$ cat src/rtl/cpu_bus_ctrl_if.sv
// cpu_bus_ctrl_if: DSP async bus, register-file and databus-mux signals of cpu_bus_ctrl
interface cpu_bus_ctrl_if #(
   parameter int BIT_W  = 16,
   parameter int ADDR_W = 8
) ();
   logic              adsp_cs_n;
   logic              adsp_rd_n;
   logic              adsp_wr_n;
   logic [ADDR_W-1:0] adsp_addr;
   logic [BIT_W-1:0]  adsp_databus_wr;
   logic [BIT_W-1:0]  adsp_databus_rd;
   logic              dsp_iord_en;
   logic              dsp_iowr_en;
   logic              reg_wr_en;
   logic [ADDR_W-1:0] reg_wr_addr;
   logic [BIT_W-1:0]  reg_wr_data;
   logic              reg_rd_req;
   logic [ADDR_W-1:0] reg_rd_addr;
   logic [BIT_W-1:0]  reg_rd_data;
   logic              reg_rd_valid;
   logic              rd_timeout_err;

   modport slave (
      input  adsp_cs_n, adsp_rd_n, adsp_wr_n, adsp_addr, adsp_databus_wr,
      input  reg_rd_data, reg_rd_valid,
      output adsp_databus_rd, dsp_iord_en, dsp_iowr_en,
      output reg_wr_en, reg_wr_addr, reg_wr_data,
      output reg_rd_req, reg_rd_addr, rd_timeout_err
   );

   modport master (
      output adsp_cs_n, adsp_rd_n, adsp_wr_n, adsp_addr, adsp_databus_wr,
      output reg_rd_data, reg_rd_valid,
      input  adsp_databus_rd, dsp_iord_en, dsp_iowr_en,
      input  reg_wr_en, reg_wr_addr, reg_wr_data,
      input  reg_rd_req, reg_rd_addr, rd_timeout_err
   );
endinterface

$ cat src/rtl/cpu_bus_ctrl.sv
// cpu_bus_ctrl: turns async ADSP strobes into single-cycle register-file reads/writes in the clk domain
module cpu_bus_ctrl #(
   parameter int BIT_W      = 16,
   parameter int ADDR_W     = 8,
   parameter int SYNC_STG   = 2,
   parameter int RD_TIMEOUT = 15
) (
   input  logic          clk,
   input  logic          rst,
   cpu_bus_ctrl_if.slave bus
);
   localparam int CNT_W = $clog2(RD_TIMEOUT + 1);

   typedef enum logic [1:0] {IDLE, WR_ACT, RD_WAIT, RD_HOLD} state_t;

   logic [SYNC_STG-1:0] r_cs_n_sync;
   logic [SYNC_STG-1:0] r_rd_n_sync;
   logic [SYNC_STG-1:0] r_wr_n_sync;
   logic [ADDR_W-1:0]   r_addr_sync [SYNC_STG];
   logic [BIT_W-1:0]    r_data_sync [SYNC_STG];

   logic              w_s_cs_n;
   logic              w_s_rd_n;
   logic              w_s_wr_n;
   logic [ADDR_W-1:0] w_s_addr;
   logic [BIT_W-1:0]  w_s_data;
   logic              w_rd_any;
   logic              w_wr_any;
   logic              w_s_rd;
   logic              w_s_wr;

   logic              r_rd;
   logic              r_rd_d;
   logic              r_wr;
   logic              r_wr_d;
   logic [ADDR_W-1:0] r_addr_d;
   logic [BIT_W-1:0]  r_data_d;
   logic [ADDR_W-1:0] r_sh_addr;
   logic [BIT_W-1:0]  r_sh_data;

   state_t            r_state;
   state_t            w_state_nxt;
   logic [CNT_W-1:0]  r_cnt;
   logic [CNT_W-1:0]  w_cnt_nxt;
   logic              w_to;

   logic              r_rd_req;
   logic [ADDR_W-1:0] r_rd_addr;
   logic              r_wr_en;
   logic [ADDR_W-1:0] r_wr_addr;
   logic [BIT_W-1:0]  r_wr_data;
   logic [BIT_W-1:0]  r_rdata;
   logic              r_iord;
   logic              r_err;

   logic              w_rd_req;
   logic [ADDR_W-1:0] w_rd_addr;
   logic              w_wr_en;
   logic [ADDR_W-1:0] w_wr_addr;
   logic [BIT_W-1:0]  w_wr_data;
   logic [BIT_W-1:0]  w_rdata;
   logic              w_iord;
   logic              w_err;

   assign w_s_cs_n = r_cs_n_sync[SYNC_STG-1];
   assign w_s_rd_n = r_rd_n_sync[SYNC_STG-1];
   assign w_s_wr_n = r_wr_n_sync[SYNC_STG-1];
   assign w_s_addr = r_addr_sync[SYNC_STG-1];
   assign w_s_data = r_data_sync[SYNC_STG-1];

   // read and write strobes active together are illegal and both get dropped
   assign w_rd_any = ~w_s_cs_n & ~w_s_rd_n;
   assign w_wr_any = ~w_s_cs_n & ~w_s_wr_n;
   assign w_s_rd   = w_rd_any & ~w_wr_any;
   assign w_s_wr   = w_wr_any & ~w_rd_any;

   assign w_to = r_cnt == CNT_W'(RD_TIMEOUT - 1);

   assign bus.adsp_databus_rd = r_rdata;
   assign bus.dsp_iord_en     = r_iord;
   assign bus.dsp_iowr_en     = r_wr;
   assign bus.reg_wr_en       = r_wr_en;
   assign bus.reg_wr_addr     = r_wr_addr;
   assign bus.reg_wr_data     = r_wr_data;
   assign bus.reg_rd_req      = r_rd_req;
   assign bus.reg_rd_addr     = r_rd_addr;
   assign bus.rd_timeout_err  = r_err;

   // equal-depth synchronizer chains keep strobes, address and data aligned
   always_ff @(posedge clk) begin
      if (rst) begin
         r_cs_n_sync <= '1;
         r_rd_n_sync <= '1;
         r_wr_n_sync <= '1;
         for (int i = 0; i < SYNC_STG; i++) begin
            r_addr_sync[i] <= '0;
            r_data_sync[i] <= '0;
         end
      end else begin
         r_cs_n_sync    <= {r_cs_n_sync[SYNC_STG-2:0], bus.adsp_cs_n};
         r_rd_n_sync    <= {r_rd_n_sync[SYNC_STG-2:0], bus.adsp_rd_n};
         r_wr_n_sync    <= {r_wr_n_sync[SYNC_STG-2:0], bus.adsp_wr_n};
         r_addr_sync[0] <= bus.adsp_addr;
         r_data_sync[0] <= bus.adsp_databus_wr;
         for (int i = 1; i < SYNC_STG; i++) begin
            r_addr_sync[i] <= r_addr_sync[i-1];
            r_data_sync[i] <= r_data_sync[i-1];
         end
      end
   end

   // registered strobes for edge detection, address/data kept in step, write shadow
   always_ff @(posedge clk) begin
      if (rst) begin
         r_rd      <= 1'b0;
         r_rd_d    <= 1'b0;
         r_wr      <= 1'b0;
         r_wr_d    <= 1'b0;
         r_addr_d  <= '0;
         r_data_d  <= '0;
         r_sh_addr <= '0;
         r_sh_data <= '0;
      end else begin
         r_rd      <= w_s_rd;
         r_rd_d    <= r_rd;
         r_wr      <= w_s_wr;
         r_wr_d    <= r_wr;
         r_addr_d  <= w_s_addr;
         r_data_d  <= w_s_data;
         r_sh_addr <= r_wr ? r_addr_d : r_sh_addr;
         r_sh_data <= r_wr ? r_data_d : r_sh_data;
      end
   end

   // state, timeout counter and all registered outputs
   always_ff @(posedge clk) begin
      if (rst) begin
         r_state   <= IDLE;
         r_cnt     <= '0;
         r_rd_req  <= 1'b0;
         r_rd_addr <= '0;
         r_wr_en   <= 1'b0;
         r_wr_addr <= '0;
         r_wr_data <= '0;
         r_rdata   <= '0;
         r_iord    <= 1'b1;
         r_err     <= 1'b0;
      end else begin
         r_state   <= w_state_nxt;
         r_cnt     <= w_cnt_nxt;
         r_rd_req  <= w_rd_req;
         r_rd_addr <= w_rd_addr;
         r_wr_en   <= w_wr_en;
         r_wr_addr <= w_wr_addr;
         r_wr_data <= w_wr_data;
         r_rdata   <= w_rdata;
         r_iord    <= w_iord;
         r_err     <= w_err;
      end
   end

   // transaction sequencing: a strobe release always wins, valid beats timeout
   always_comb begin
      w_state_nxt = r_state;
      w_cnt_nxt   = r_cnt;
      w_rd_req    = 1'b0;
      w_rd_addr   = r_rd_addr;
      w_wr_en     = 1'b0;
      w_wr_addr   = r_wr_addr;
      w_wr_data   = r_wr_data;
      w_rdata     = r_rdata;
      w_iord      = r_iord;
      w_err       = 1'b0;
      case (r_state)
         IDLE: begin
            if (r_rd && !r_rd_d) begin
               w_state_nxt = RD_WAIT;
               w_rd_req    = 1'b1;
               w_rd_addr   = r_addr_d;
               w_cnt_nxt   = '0;
            end else if (r_wr && !r_wr_d) begin
               w_state_nxt = WR_ACT;
            end
         end
         WR_ACT: begin
            if (!r_wr) begin
               w_state_nxt = IDLE;
               w_wr_en     = 1'b1;
               w_wr_addr   = r_sh_addr;
               w_wr_data   = r_sh_data;
            end
         end
         RD_WAIT: begin
            if (!r_rd) begin
               w_state_nxt = IDLE;
            end else if (bus.reg_rd_valid) begin
               w_state_nxt = RD_HOLD;
               w_rdata     = bus.reg_rd_data;
               w_iord      = 1'b0;
            end else if (w_to) begin
               w_state_nxt = RD_HOLD;
               w_rdata     = '1;
               w_iord      = 1'b0;
               w_err       = 1'b1;
            end else begin
               w_cnt_nxt = r_cnt + CNT_W'(1);
            end
         end
         RD_HOLD: begin
            if (!r_rd) begin
               w_state_nxt = IDLE;
               w_iord      = 1'b1;
            end
         end
         default: w_state_nxt = IDLE;
      endcase
   end
endmodule

$ cat src/flat_wrapper.sv
// flat-port wrapper written by rule: the top's interface ports become plain ports
module cpu_bus_ctrl_flat 
#(
   parameter int BIT_W      = 16,
   parameter int ADDR_W     = 8,
   parameter int SYNC_STG   = 2,
   parameter int RD_TIMEOUT = 15
)
  (clk, rst, bus_adsp_cs_n, bus_adsp_rd_n, bus_adsp_wr_n, bus_adsp_addr, bus_adsp_databus_wr, bus_reg_rd_data, bus_reg_rd_valid, bus_adsp_databus_rd, bus_dsp_iord_en, bus_dsp_iowr_en, bus_reg_wr_en, bus_reg_wr_addr, bus_reg_wr_data, bus_reg_rd_req, bus_reg_rd_addr, bus_rd_timeout_err);
  cpu_bus_ctrl_if #(.BIT_W(BIT_W), .ADDR_W(ADDR_W)) bus_i ();
  input  logic clk;
  input  logic rst;
  input wire logic [$bits(bus_i.adsp_cs_n)-1:0] bus_adsp_cs_n;
  input wire logic [$bits(bus_i.adsp_rd_n)-1:0] bus_adsp_rd_n;
  input wire logic [$bits(bus_i.adsp_wr_n)-1:0] bus_adsp_wr_n;
  input wire logic [$bits(bus_i.adsp_addr)-1:0] bus_adsp_addr;
  input wire logic [$bits(bus_i.adsp_databus_wr)-1:0] bus_adsp_databus_wr;
  input wire logic [$bits(bus_i.reg_rd_data)-1:0] bus_reg_rd_data;
  input wire logic [$bits(bus_i.reg_rd_valid)-1:0] bus_reg_rd_valid;
  output wire logic [$bits(bus_i.adsp_databus_rd)-1:0] bus_adsp_databus_rd;
  output wire logic [$bits(bus_i.dsp_iord_en)-1:0] bus_dsp_iord_en;
  output wire logic [$bits(bus_i.dsp_iowr_en)-1:0] bus_dsp_iowr_en;
  output wire logic [$bits(bus_i.reg_wr_en)-1:0] bus_reg_wr_en;
  output wire logic [$bits(bus_i.reg_wr_addr)-1:0] bus_reg_wr_addr;
  output wire logic [$bits(bus_i.reg_wr_data)-1:0] bus_reg_wr_data;
  output wire logic [$bits(bus_i.reg_rd_req)-1:0] bus_reg_rd_req;
  output wire logic [$bits(bus_i.reg_rd_addr)-1:0] bus_reg_rd_addr;
  output wire logic [$bits(bus_i.rd_timeout_err)-1:0] bus_rd_timeout_err;
  assign bus_i.adsp_cs_n = bus_adsp_cs_n;
  assign bus_i.adsp_rd_n = bus_adsp_rd_n;
  assign bus_i.adsp_wr_n = bus_adsp_wr_n;
  assign bus_i.adsp_addr = bus_adsp_addr;
  assign bus_i.adsp_databus_wr = bus_adsp_databus_wr;
  assign bus_i.reg_rd_data = bus_reg_rd_data;
  assign bus_i.reg_rd_valid = bus_reg_rd_valid;
  assign bus_adsp_databus_rd = bus_i.adsp_databus_rd;
  assign bus_dsp_iord_en = bus_i.dsp_iord_en;
  assign bus_dsp_iowr_en = bus_i.dsp_iowr_en;
  assign bus_reg_wr_en = bus_i.reg_wr_en;
  assign bus_reg_wr_addr = bus_i.reg_wr_addr;
  assign bus_reg_wr_data = bus_i.reg_wr_data;
  assign bus_reg_rd_req = bus_i.reg_rd_req;
  assign bus_reg_rd_addr = bus_i.reg_rd_addr;
  assign bus_rd_timeout_err = bus_i.rd_timeout_err;
  cpu_bus_ctrl #(.BIT_W(BIT_W), .ADDR_W(ADDR_W), .SYNC_STG(SYNC_STG), .RD_TIMEOUT(RD_TIMEOUT)) u_core (.clk(clk), .rst(rst), .bus(bus_i));
endmodule
$ cat config.mk
export PLATFORM = sky130hd
export DESIGN_NAME = cpu_bus_ctrl_flat
export DESIGN_NICKNAME = d
export VERILOG_FILES = /design/src/rtl/cpu_bus_ctrl_if.sv /design/src/rtl/cpu_bus_ctrl.sv /design/src/flat_wrapper.sv
export SDC_FILE = /design/constraint.sdc
export NUM_CORES = 1
export LEC_CHECK = 0
export ABC_AREA = 1
export CAP_MARGIN = 15
export CELL_PAD_IN_SITES_DETAIL_PLACEMENT = 0
export CELL_PAD_IN_SITES_GLOBAL_PLACEMENT = 1
export CORE_ASPECT_RATIO = 0.6
export CORE_MARGIN = 2
export CORE_UTILIZATION = 36
export CTS_BUF_LIST = sky130_fd_sc_hd__clkbuf_8
export CTS_CLUSTER_DIAMETER = 40
export DETAILED_ROUTE_END_ITERATION = 8
export PLACE_DENSITY = 0.88
export RECOVER_POWER = 100
export SYNTH_ARGS = -nofsm -noshare
export SYNTH_HDL_FRONTEND = slang
export SYNTH_SLANG_ARGS = --single-unit
$ cat constraint.sdc
create_clock -name clk -period 1.48 [get_ports clk]
set_input_delay 0.148 -clock clk [delete_from_list [all_inputs] [get_ports clk]]
set_output_delay 0.148 -clock clk [all_outputs]
set_load 0.01 [all_outputs]
After elaboration in Yosys (flattened, before gate mapping)

Memory sizes are Yosys's and may differ from the RTL's. A register that Yosys moved wholly into a read port is not among the register bits.
Cells that the tools add are included.
Widths: inputs -> output; s select.

Eq/ne operators: 13
Add/subtract/negate cells: 1
Reduce and logical (&&, ||, !) cells: 17
Bitwise gates (word level): 18
Mux-type cells: 30

Operators with widths:

| kind                | count |
|---|---|
| $mux 16             | 4 |
| $mux 4              | 4 |
| $mux 8              | 2 |
| $mux 2              | 7 |
| $mux 1              | 10 |
| $not 1->1           | 10 |
| $ne 2x2->1 const B  | 4 |
| $pmux 2 s4          | 1 |
| $pmux 4 s2          | 1 |
| $reduce_and 4->1    | 2 |
| $reduce_bool 2->1   | 3 |
| $reduce_and 5->1    | 1 |
| $add 4x1->4 const B | 1 |
| $and 1x1->1         | 4 |
| $eq 2x2->1 const B  | 2 |
| $eq 4x4->1 const B  | 1 |
| $ne 2x1->1 const B  | 2 |
| $ne 4x4->1 const B  | 1 |
| $or 1x1->1          | 4 |
| $reduce_and 2->1    | 2 |
| $reduce_or 2->1     | 2 |
| $reduce_or 4->1     | 1 |
| $ne 3x1->1 const B  | 1 |
| $ne 3x2->1 const B  | 1 |
| other kinds (6)     | 8 |

Output and inout bits: 53
Memories: 2
RAM bits: 48
Register bits: 92
Input bits: 46

Memory list:

| name               | depth | bits a word | rd ports | clocked after memory_dff | write ports | RTL line           | source |
|---|---|---|---|---|---|---|---|
| u_core.r_data_sync | 2     | 16          | 2        | 1                        | 2           | cpu_bus_ctrl.sv:20 | `logic [BIT_W-1:0] r_data_sync [SYNC_STG];` |
| u_core.r_addr_sync | 2     | 8           | 2        | 1                        | 2           | cpu_bus_ctrl.sv:19 | `logic [ADDR_W-1:0] r_addr_sync [SYNC_STG];` |

Depth between registers and ports, before layout

Gate-level depths: netlist of the first run.

Depth after elaboration: 5
Mapped depth: 9
Depth with buffers taken out: 9

Least setup slack after synthesis of the first run

OpenSTA, ideal clock, no wires.

Kind: reg-to-reg
Start point: register u_core.r_cnt[0]
End point: register u_core.r_rdata[10] (netlist: u_core.bus.adsp_databus_rd[10])
Library setup time: 71 ps
Slack: 9 ps
Buffers on the path: 1
Period minus slack after synthesis: 1471 ps
Arrival: 1401 ps
Stages on the path, launching flop included: 9
Cells stage by stage: dfxtp_1 > inv_1 > ha_1 > nand3_1 > nand2_1 > nand2_1 > clkbuf_2 > o21ai_0 > a21oi_1

Longest elaborated chain between the ends: 3

Ends and longest elaborated chain:

| item                               | RTL line            | source |
|---|---|---|
| start, declared                    | cpu_bus_ctrl.sv:43  | `logic [CNT_W-1:0] r_cnt;` |
| start signal, assigned             | cpu_bus_ctrl.sv:150 | `r_cnt <= w_cnt_nxt;` |
| $eq 4x4->1                         | cpu_bus_ctrl.sv:77  | `assign w_to = r_cnt == CNT_W'(RD_TIMEOUT - 1);` |
| $reduce_bool 2->1 (no source line) | -                   |  |
| $reduce_and 3->1 (no source line)  | -                   |  |
| end signal, assigned               | cpu_bus_ctrl.sv:156 | `r_rdata <= w_rdata;` |
| end, declared                      | cpu_bus_ctrl.sv:52  | `logic [BIT_W-1:0] r_rdata;` |

No other way between the ends.
A chain may end at the register's enable or synchronous reset.

Final worst setup path of the first run

Start point: register u_core.r_cnt[1]
End point: register u_core.r_rdata[11] (netlist: u_core.bus.adsp_databus_rd[11])

Same word-level chain as after synthesis.

==> results of run 1 <==
worst paths after layout:
kind | slack, ps | to
max | 100 | u_core.bus.adsp_databus_rd[11]
min | 220 | u_core.r_data_sync[0][13]
max reg2reg | 100 | u_core.bus.adsp_databus_rd[11]
min reg2reg | 400 | u_core.r_addr_d[7]
registers in the layout (all words and copies together), names as in the netlist, 2 cells and up:
register	cells
u_core.bus.reg_rd_addr	8
u_core.r_addr_d	8
u_core.r_wr_n_sync	2
u_core.r_state	2
u_core.r_cs_n_sync	2
u_core.bus.adsp_databus_rd	16
u_core.r_data_d	16
u_core.r_data_sync	32
u_core.r_rd_n_sync	2
u_core.bus.reg_wr_data	16
u_core.r_addr_sync	16
u_core.bus.reg_wr_addr	8
u_core.r_sh_addr	8
u_core.r_cnt	4
u_core.r_sh_data	16
what timing repair did:
| item | 4_1_cts | 5_1_grt |
|---|---|---|
| setup buffers | 0 | 1 |
| gates resized for setup | 47 | 22 |
| setup endpoints to repair | 55 | 30 |
| pin swaps | 0 | 3 |
| cloned | 0 | 1 |
worst max-delay path, delay by kind of cell (launching register included):
family                   cells  cell delay (ps)
flip-flops                   1              380
AO/OA/AOI/OAI                3              370
buffers and inverters        2              310
adder cells (fa/ha/maj)      1              140
AND/OR/NAND/NOR              1               90
layout make-up:
| type | count | area, µm² | share of cell area [%] |
|---|---|---|---|
| sequential | 164 | 3290 | 46.7 |
| multi-input combinational | 345 | 1580 | 22.5 |
| timing repair buffer | 126 | 1150 | 16.3 |
| inverter | 96 | 360 | 5.11 |
| clock buffer | 20 | 275 | 3.90 |
| tap | 198 | 248 | 3.51 |
| clock inverter | 11 | 141 | 2.01 |
per-stage QoR:
step | cell area (µm²) | instances | setup WS, ps
finish | 7050 | 960 | 102
CTS | 7020 | 958 | 0.995
floorplan | 5360 | 639 | 8.51
detailed placement | 6650 | 927 | 18.1
global route | 7050 | 960 | -8.46
global placement | 6650 | 927 | 98.0
metal layers:
metal  global-route usage (%)  up-vias
met1                     22.6     1777
met2                     22.1      111
met5                        0        -
met3                     4.80       10
li1                         -     2191
met4                     4.74        0
power groups by stage:
stage | clock network [µW] | registers (µW) | logic, µW
2_1_floorplan | 0 | 4700 | 552
3_3_place_gp | 0 | 4710 | 952
3_5_place_dp | 0 | 4710 | 951
4_1_cts | 3390 | 4600 | 945
5_1_grt | 3590 | 4620 | 1040
6_report | 3320 | 4600 | 926
cells by family (layout without fill, tap and decap cells):
logic type	Yosys count	in the layout	share of synthesized area (%)
flip-flops	164	164	61.3
buffers and inverters	130	253	9.53
AO/OA/AOI/OAI	103	103	9.83
AND/OR/NAND/NOR	239	239	18.7
adder cells (fa/ha/maj)	2	2	0.467
XOR/XNOR	1	1	0.164
cells in the final DEF (no fill, tap or decap), types with 2 or more instances in the layout:
master / synthesis / layout
inv_8: 0 / 2
clkdlybuf4s50_1: 0 / 44
clkbuf_8: 0 / 20
inv_6: 0 / 3
clkinv_4: 0 / 2
o21ai_0: 63 / 62
dlygate4sd2_1: 0 / 45
nor3_1: 2 / 2
nand4_1: 3 / 4
dfxtp_1: 164 / 160
clkbuf_1: 20 / 2
o21ai_1: 13 / 14
or2_2: 6 / 6
inv_1: 94 / 93
a21oi_1: 26 / 26
nor2_1: 138 / 138
buf_4: 0 / 18
buf_6: 1 / 3
buf_12: 0 / 2
nand3_1: 36 / 35
nand2_1: 50 / 49
bufinv_16: 0 / 2
clkdlybuf4s25_1: 0 / 8
clkbuf_2: 1 / 4
inv_2: 1 / 2
clkinvlp_4: 0 / 2
dfxtp_2: 0 / 3
==> report_table.html, run 1 <==
<table>
<tr><th>Metric</th><th>Value</th></tr>
<tr><th colspan="2">Power</th></tr>
<tr><td>Power share of the sequential group</td><td>a little over half</td></tr>
<tr><td>Overall power of the completed layout</td><td>8850 µW</td></tr>
<tr><td>Internal portion of total power</td><td>around 6600 µW</td></tr>
<tr><td>IR Drop Worst-Case VDD</td><td>0.586 mV</td></tr>
<tr><td>Switching component of the power</td><td>between 2000 and 2500 µW</td></tr>
<tr><td>Pwr/cell area</td><td>about 1300 nW/µm²</td></tr>
<tr><td>Sw frac</td><td>about 26%</td></tr>
<tr><td>Clk network pwr share</td><td>between 30% and 40%</td></tr>
<tr><td>Logic pwr share</td><td>around a tenth</td></tr>
<tr><td>Pleak</td><td>around 0.0032 µW</td></tr>
<tr><th colspan="2">Worst hold path</th></tr>
<tr><td>Worst hold-check path type</td><td>in2reg</td></tr>
<tr><td>Count of cells along the worst hold path</td><td>3</td></tr>
<tr><td>Launch point of the worst hold path</td><td>bus_adsp_databus_wr[13]</td></tr>
<tr><th colspan="2">Synth</th></tr>
<tr><td>Synth warn</td><td>0</td></tr>
<tr><td>Portion of synthesized cell area occupied by the leading cell type</td><td>61.3%</td></tr>
<tr><td>Netlist Area Pre-Place</td><td>5360 µm²</td></tr>
<tr><td>Mapped Avg Cell Area</td><td>between 8 and 9 µm²</td></tr>
<tr><td>Post-Syn Instances</td><td>around 640</td></tr>
<tr><td>Top flip-flop cell by instance count after synthesis</td><td>dfxtp_1</td></tr>
<tr><td>Number of synthesized flops with an enable pin</td><td>0</td></tr>
<tr><td>Share of synthesized registers carrying an async set or reset</td><td>0%</td></tr>
<tr><td>Biggest area consumer among synthesized cells</td><td>dfxtp_1</td></tr>
<tr><td>Net count of the mapped netlist</td><td>a little under 700</td></tr>
<tr><td>Cell with the most instances after synthesis</td><td>dfxtp_1</td></tr>
<tr><td>Post-synthesis cell type count</td><td>25</td></tr>
<tr><td>#FFs+latches synth</td><td>about 160</td></tr>
<tr><td>Sequential area share after synthesis</td><td>61.3%</td></tr>
<tr><td>Top cell types by occurrence after synthesis</td><td>dfxtp_1 (164), nor2_1 (138), inv_1 (94)</td></tr>
<tr><td>Synth top area cells</td><td>dfxtp_1 (61%), nor2_1 (9.7%), inv_1 (6.6%)</td></tr>
<tr><th colspan="2">STA</th></tr>
<tr><td>Max-slew headroom</td><td>between 60% and 70%</td></tr>
<tr><td>Highest Clock Rate</td><td>between 700 and 800 MHz</td></tr>
<tr><td>Setup_tns</td><td>0 ps</td></tr>
<tr><td>Worst Clk Skew</td><td>19.9 ps</td></tr>
<tr><td>Final Setup Violations</td><td>0</td></tr>
<tr><td>Count of endpoints failing hold in the final timing report</td><td>0</td></tr>
<tr><td>Number of max-slew violations in the final report</td><td>0</td></tr>
<tr><td>Final worst-path cycle share</td><td>93.1%</td></tr>
<tr><td>Slew at the pin closest to its max-slew limit</td><td>approximately 470 ps</td></tr>
<tr><td>Fin crit period</td><td>between 1000 and 1500 ps</td></tr>
<tr><td>Worst Hold Margin</td><td>between 200 and 250 ps</td></tr>
<tr><th colspan="2">Final layout</th></tr>
<tr><td>Share of the core filled with cells</td><td>roughly half</td></tr>
<tr><td>Fraction of layout instances using a drive strength above 1</td><td>around a tenth</td></tr>
<tr><td>Area delta synth-&gt;final</td><td>31.6%</td></tr>
<tr><td>Antenna Diode Count</td><td>0</td></tr>
<tr><td>Number of nets in the layout</td><td>approximately 800</td></tr>
<tr><td>Count of filler cells inserted in the layout</td><td>~1400</td></tr>
<tr><th colspan="2">Place</th></tr>
<tr><td>Final RePlAce weighted congestion</td><td>~0.80</td></tr>
<tr><td>HPWL Detailed</td><td>7.84 mm</td></tr>
<tr><td>PortBufs</td><td>98</td></tr>
<tr><th colspan="2">Drt</th></tr>
<tr><td>Routed metal-1 wirelength</td><td>approximately 6.3 mm</td></tr>
<tr><td>Topmost layer with routed signal wires</td><td>met4</td></tr>
<tr><td>Post-route ant nets</td><td>0</td></tr>
<tr><td>Vias post-DR</td><td>just over 4000</td></tr>
<tr><td>Routed wl met3</td><td>roughly 640 µm</td></tr>
<tr><td>Wirelength per Cell</td><td>~12 µm</td></tr>
<tr><td>DR vias/cell</td><td>around 4.3</td></tr>
<tr><td>Wire length after detailed routing</td><td>approximately 11 mm</td></tr>
<tr><td>Drt pass-1 iters</td><td>4</td></tr>
<tr><td>WL met2</td><td>4.48 mm</td></tr>
<tr><td>Initial DRC Count</td><td>approximately 210</td></tr>
<tr><td>DRC viols</td><td>0</td></tr>
<tr><th colspan="2">Clock network</th></tr>
<tr><td>Longest Clk Path Bufs</td><td>2</td></tr>
<tr><td>Number of H-tree levels</td><td>4</td></tr>
<tr><td>CTS tree</td><td>done</td></tr>
<tr><td>Clock Root Buffer</td><td>clkbuf_8</td></tr>
<tr><td>CTS hold repair buffers</td><td>0</td></tr>
<tr><td>Cts bufs inserted</td><td>17</td></tr>
<tr><td>Clock Sinks</td><td>around 160</td></tr>
<tr><td>Clock edge transition at the registers on the reported setup and hold paths</td><td>approximately 100 ps</td></tr>
<tr><td>Clock latency reported for the late side of the worst-skew pair</td><td>~450 ps</td></tr>
<tr><th colspan="2">Floorplanning</th></tr>
<tr><td>Chip width</td><td>between 150 and 200 µm</td></tr>
<tr><td>Y dimension of the die</td><td>approximately 98 µm</td></tr>
<tr><td>Std-Cell Core Area</td><td>approximately 15000 µm²</td></tr>
<tr><td>Site row count</td><td>34</td></tr>
<tr><td>Effective utilization at floorplan</td><td>about 37%</td></tr>
<tr><td>Die area</td><td>roughly 16000 µm²</td></tr>
<tr><td>I/O Pins</td><td>between 90 and 100</td></tr>
<tr><th colspan="2">Worst setup path</th></tr>
<tr><td>Critical path arrival</td><td>roughly 1800 ps</td></tr>
<tr><td>Critical Path Start Type</td><td>flip-flop</td></tr>
<tr><td>Largest fanout of any net on the critical path</td><td>5</td></tr>
<tr><td>CP endpoint kind</td><td>flip-flop</td></tr>
<tr><td>Critical path required time</td><td>1850 ps</td></tr>
<tr><td>Worst setup path startpoint</td><td>u_core.r_cnt[1]</td></tr>
<tr><td>Worst R2R Path Depth</td><td>7</td></tr>
<tr><td>Cell at the slowest stage of the critical path</td><td>dfxtp_4</td></tr>
<tr><td>Worst R2R Start</td><td>u_core.r_cnt[1]</td></tr>
<tr><td>Class of the most critical setup path</td><td>reg2reg</td></tr>
<tr><td>Crit-path cells</td><td>ha_4 &gt; nand3_4 &gt; buf_6 &gt; a21oi_4 &gt; buf_4 &gt; o21ai_1 &gt; a21oi_1</td></tr>
<tr><td>Max stage delay on crit path</td><td>about 380 ps</td></tr>
<tr><th colspan="2">Global route</th></tr>
<tr><td>Total routing resource utilization after global routing</td><td>between 15 and 20%</td></tr>
<tr><td>Wire length of the first global-routing pass</td><td>slightly below 20 mm</td></tr>
<tr><td>Antenna violations before repair</td><td>0</td></tr>
<tr><td>Number of global-route vias before repair</td><td>between 3000 and 4000</td></tr>
<tr><td>Final global-route overflow total</td><td>0</td></tr>
<tr><td>Largest net degree at the start of global routing</td><td>100</td></tr>
<tr><th colspan="2">Status</th></tr>
<tr><td>Run status</td><td>completed</td></tr>
<tr><th colspan="2">Job</th></tr>
<tr><td>Maxcap violations</td><td>0</td></tr>
</table>
Power figures use the tool's default switching activity.
==> inputs of run 2 (changes only) <==
SETUP_SLACK_MARGIN = 0.4   (was unset)
==> report_table.html, run 2 (synthesized netlist as in run 1, its figures left out) <==
<table>
<tr><th>Metric</th><th>Value</th></tr>
<tr><th colspan="2">Clock network</th></tr>
<tr><td>Clock edge transition at the registers on the reported setup and hold paths</td><td>100 ps</td></tr>
<tr><td>Longest Clk Path Bufs</td><td>2</td></tr>
<tr><td>CTS hold repair buffers</td><td>0</td></tr>
<tr><td>Clock latency reported for the late side of the worst-skew pair</td><td>440 ps</td></tr>
<tr><td>Clock Root Buffer</td><td>clkbuf_8</td></tr>
<tr><td>CTS tree</td><td>done</td></tr>
<tr><td>Clock Sinks</td><td>roughly 160</td></tr>
<tr><td>Cts bufs inserted</td><td>17</td></tr>
<tr><td>Number of H-tree levels</td><td>4</td></tr>
<tr><th colspan="2">STA</th></tr>
<tr><td>Worst Clk Skew</td><td>between 15 and 20 ps</td></tr>
<tr><td>Max-slew headroom</td><td>30.6%</td></tr>
<tr><td>Unrepaired setup endpoints after global routing</td><td>yes</td></tr>
<tr><td>Slew at the pin closest to its max-slew limit</td><td>between 1000 and 1500 ps</td></tr>
<tr><td>Final Setup Violations</td><td>0</td></tr>
<tr><td>Count of endpoints failing hold in the final timing report</td><td>0</td></tr>
<tr><td>Fin crit period</td><td>around 1400 ps</td></tr>
<tr><td>Number of max-slew violations in the final report</td><td>0</td></tr>
<tr><td>Final worst-path cycle share</td><td>a little over 90%</td></tr>
<tr><td>Highest Clock Rate</td><td>approximately 730 MHz</td></tr>
<tr><th colspan="2">Final layout</th></tr>
<tr><td>Fraction of layout instances using a drive strength above 1</td><td>a little over a quarter</td></tr>
<tr><td>Leading cell type in the layout, fill and taps excluded</td><td>dfxtp_1</td></tr>
<tr><td>Area delta synth-&gt;final</td><td>45.2%</td></tr>
<tr><td>Antenna Diode Count</td><td>0</td></tr>
<tr><td>Share of the core filled with cells</td><td>53.6%</td></tr>
<tr><td>Most frequent cells in the layout</td><td>dfxtp_1 (155), nor2_1 (125), inv_1 (92)</td></tr>
<tr><td>Layout Cell Area excl Fill</td><td>just under 8000 µm²</td></tr>
<tr><td>Largest register FFs</td><td>32</td></tr>
<tr><td>Largest register by flop count</td><td>u_core.r_data_sync</td></tr>
<tr><td>Number of nets in the layout</td><td>between 800 and 900</td></tr>
<tr><th colspan="2">Floorplanning</th></tr>
<tr><td>Site row count</td><td>34</td></tr>
<tr><td>Chip width</td><td>161 µm</td></tr>
<tr><td>Y dimension of the die</td><td>98.5 µm</td></tr>
<tr><td>Effective utilization at floorplan</td><td>a little under two fifths</td></tr>
<tr><td>Std-Cell Core Area</td><td>approximately 15000 µm²</td></tr>
<tr><td>I/O Pins</td><td>a little under 100</td></tr>
<tr><td>Die area</td><td>15900 µm²</td></tr>
<tr><th colspan="2">Drt</th></tr>
<tr><td>DRC viols</td><td>0</td></tr>
<tr><td>Initial DRC Count</td><td>224</td></tr>
<tr><td>Wirelength per Cell</td><td>about 13 µm</td></tr>
<tr><td>Drt pass-1 iters</td><td>4</td></tr>
<tr><td>Wire length after detailed routing</td><td>between 10 and 15 mm</td></tr>
<tr><td>DR vias/cell</td><td>around 4.3</td></tr>
<tr><td>Post-route ant nets</td><td>0</td></tr>
<tr><td>Vias post-DR</td><td>4312</td></tr>
<tr><th colspan="2">Worst setup path</th></tr>
<tr><td>CP endpoint kind</td><td>flip-flop</td></tr>
<tr><td>Worst R2R Start</td><td>u_core.bus.dsp_iowr_en</td></tr>
<tr><td>Crit-path cells</td><td>buf_12 &gt; clkinv_8 &gt; clkbuf_2 &gt; dlygate4sd2_1 &gt; clkbuf_2 &gt; a21oi_1</td></tr>
<tr><td>Critical path required time</td><td>roughly 1900 ps</td></tr>
<tr><td>Terminus of the critical flop-to-flop path</td><td>u_core.r_sh_addr[6]</td></tr>
<tr><td>Number of buffers and inverters on the critical path</td><td>5</td></tr>
<tr><td>Critical path arrival</td><td>~1700 ps</td></tr>
<tr><td>Cell seen most often among critical-path stages</td><td>clkbuf_2</td></tr>
<tr><td>Slack of the worst reg-to-reg path</td><td>120 ps</td></tr>
<tr><td>Worst R2R Path Depth</td><td>6</td></tr>
<tr><td>Kind of cell adding the most delay to the critical path</td><td>buffers and inverters</td></tr>
<tr><td>Max stage delay on crit path</td><td>roughly 400 ps</td></tr>
<tr><td>Critical Path Start Type</td><td>flip-flop</td></tr>
<tr><td>Class of the most critical setup path</td><td>reg2reg</td></tr>
<tr><td>Largest fanout of any net on the critical path</td><td>5</td></tr>
<tr><td>Cell at the slowest stage of the critical path</td><td>dfxtp_1</td></tr>
<tr><th colspan="2">Place</th></tr>
<tr><td>Area after DPL</td><td>6620 µm²</td></tr>
<tr><td>HPWL Detailed</td><td>between 7 and 8 mm</td></tr>
<tr><td>Final RePlAce weighted congestion</td><td>between 0.7 and 0.8</td></tr>
<tr><td>PortBufs</td><td>98</td></tr>
<tr><th colspan="2">Global route</th></tr>
<tr><td>Antenna violations before repair</td><td>0</td></tr>
<tr><td>Met3 track utilization from global routing</td><td>4.46%</td></tr>
<tr><td>Most congested layer reported by global routing</td><td>met1</td></tr>
<tr><td>Wire length of the first global-routing pass</td><td>19.7 mm</td></tr>
<tr><td>Total routing resource utilization after global routing</td><td>15.5%</td></tr>
<tr><td>Final global-route overflow total</td><td>0</td></tr>
<tr><td>Largest net degree at the start of global routing</td><td>100</td></tr>
<tr><td>M2 GR Usage</td><td>~22%</td></tr>
<tr><td>Number of global-route vias before repair</td><td>a little under 4000</td></tr>
<tr><td>GRT met1 Usage</td><td>roughly 23%</td></tr>
<tr><th colspan="2">Status</th></tr>
<tr><td>Run status</td><td>completed</td></tr>
<tr><th colspan="2">Job</th></tr>
<tr><td>Maxcap violations</td><td>0</td></tr>
<tr><th colspan="2">Worst hold path</th></tr>
<tr><td>Worst Hold End</td><td>u_core.r_data_sync[0][9]</td></tr>
<tr><td>Launch point of the worst hold path</td><td>bus_adsp_databus_wr[9]</td></tr>
<tr><td>Count of cells along the worst hold path</td><td>3</td></tr>
<tr><td>Worst hold-check path type</td><td>in2reg</td></tr>
<tr><th colspan="2">Power</th></tr>
<tr><td>Pleak</td><td>0.00330 µW</td></tr>
<tr><td>IR Drop Worst-Case VDD</td><td>roughly 0.52 mV</td></tr>
<tr><td>Pwr/cell area</td><td>about 1200 nW/µm²</td></tr>
</table>
## run 2: cell count changes in the layout (fill, tap and decap cells not counted), moves of 13 or more
| cell | delta |
|---|---|
| dlygate4sd2_1 | -44 |
| o21ai_1 | +13 |
| nand3_1 | -16 |
| buf_6 | +42 |
| o21ai_2 | +16 |
| nand3_2 | +14 |
| o21ai_0 | -31 |
| nor2_1 | -13 |
## run 2: layout make-up
class | count | area [µm²]
clock buffers | 18 | 248
clock inverters | 14 | 119
fillers | 1323 | 6730
inverters | 96 | 390
multi-input cells | 348 | 1960
flip-flops and latches | 164 | 3300
well taps | 198 | 248
repair buffers | 154 | 1490
repair inverters | 2 | 17.5
## run 2: repair_timing
action,in CTS,in global routing
resized for setup,338,139
endpoints found under the setup margin,129,121
pin swaps,22,20
setup buffers,21,15
gates cloned,7,4
## run 2: metal layers
layer / wire, µm / vias to the layer above
met5: 0 / -
met4: 106 / 0
met3: 609 / 9
met2: 5780 / 104
met1: 6650 / 1928
li1: - / 2271
## run 2: metrics by stage
step                worst slack (ps)  hold slack (ps)  total power (µW)  TNS (ps)  instances
finish                           117              214              9230         0        994
floorplan                        268              225              5360         0        639
global route                    38.0              191              9640         0        994
global placement                16.5              392              5660         0        915
CTS                              256              190              9230         0        975
detailed placement             -50.5              393              5670      -131        915
## run 2: worst max path at each step
stage                                       from                             to  slack [ps]  cells past startpoint
after floorplan                  u_core.r_cnt[0]  u_core.bus.adsp_databus_rd[7]         270                      8
after global placement          bus_reg_rd_valid                u_core.r_cnt[3]          20                      7
after detailed placement        bus_reg_rd_valid                u_core.r_cnt[3]         -50                      7
after CTS                 u_core.bus.dsp_iowr_en                bus_dsp_iowr_en         260                      1
after global routing      u_core.bus.dsp_iowr_en            u_core.r_sh_addr[6]          40                      6
final                     u_core.bus.dsp_iowr_en            u_core.r_sh_addr[6]         120                      6
## run 2: where the power goes
group / total (µW) / switching, µW / leakage (µW) / internal (µW)
Clock: 2990 / 1730 / 0.000181 / 1260
Combinational: 1600 / 816 / 0.00178 / 780
Sequential: 4650 / 96.6 / 0.00134 / 4550
## run 2: worst min-delay path: stages
cell and delay [ps]:
clkdlybuf4s50_1 400, inv_1 50, nor2_1 30
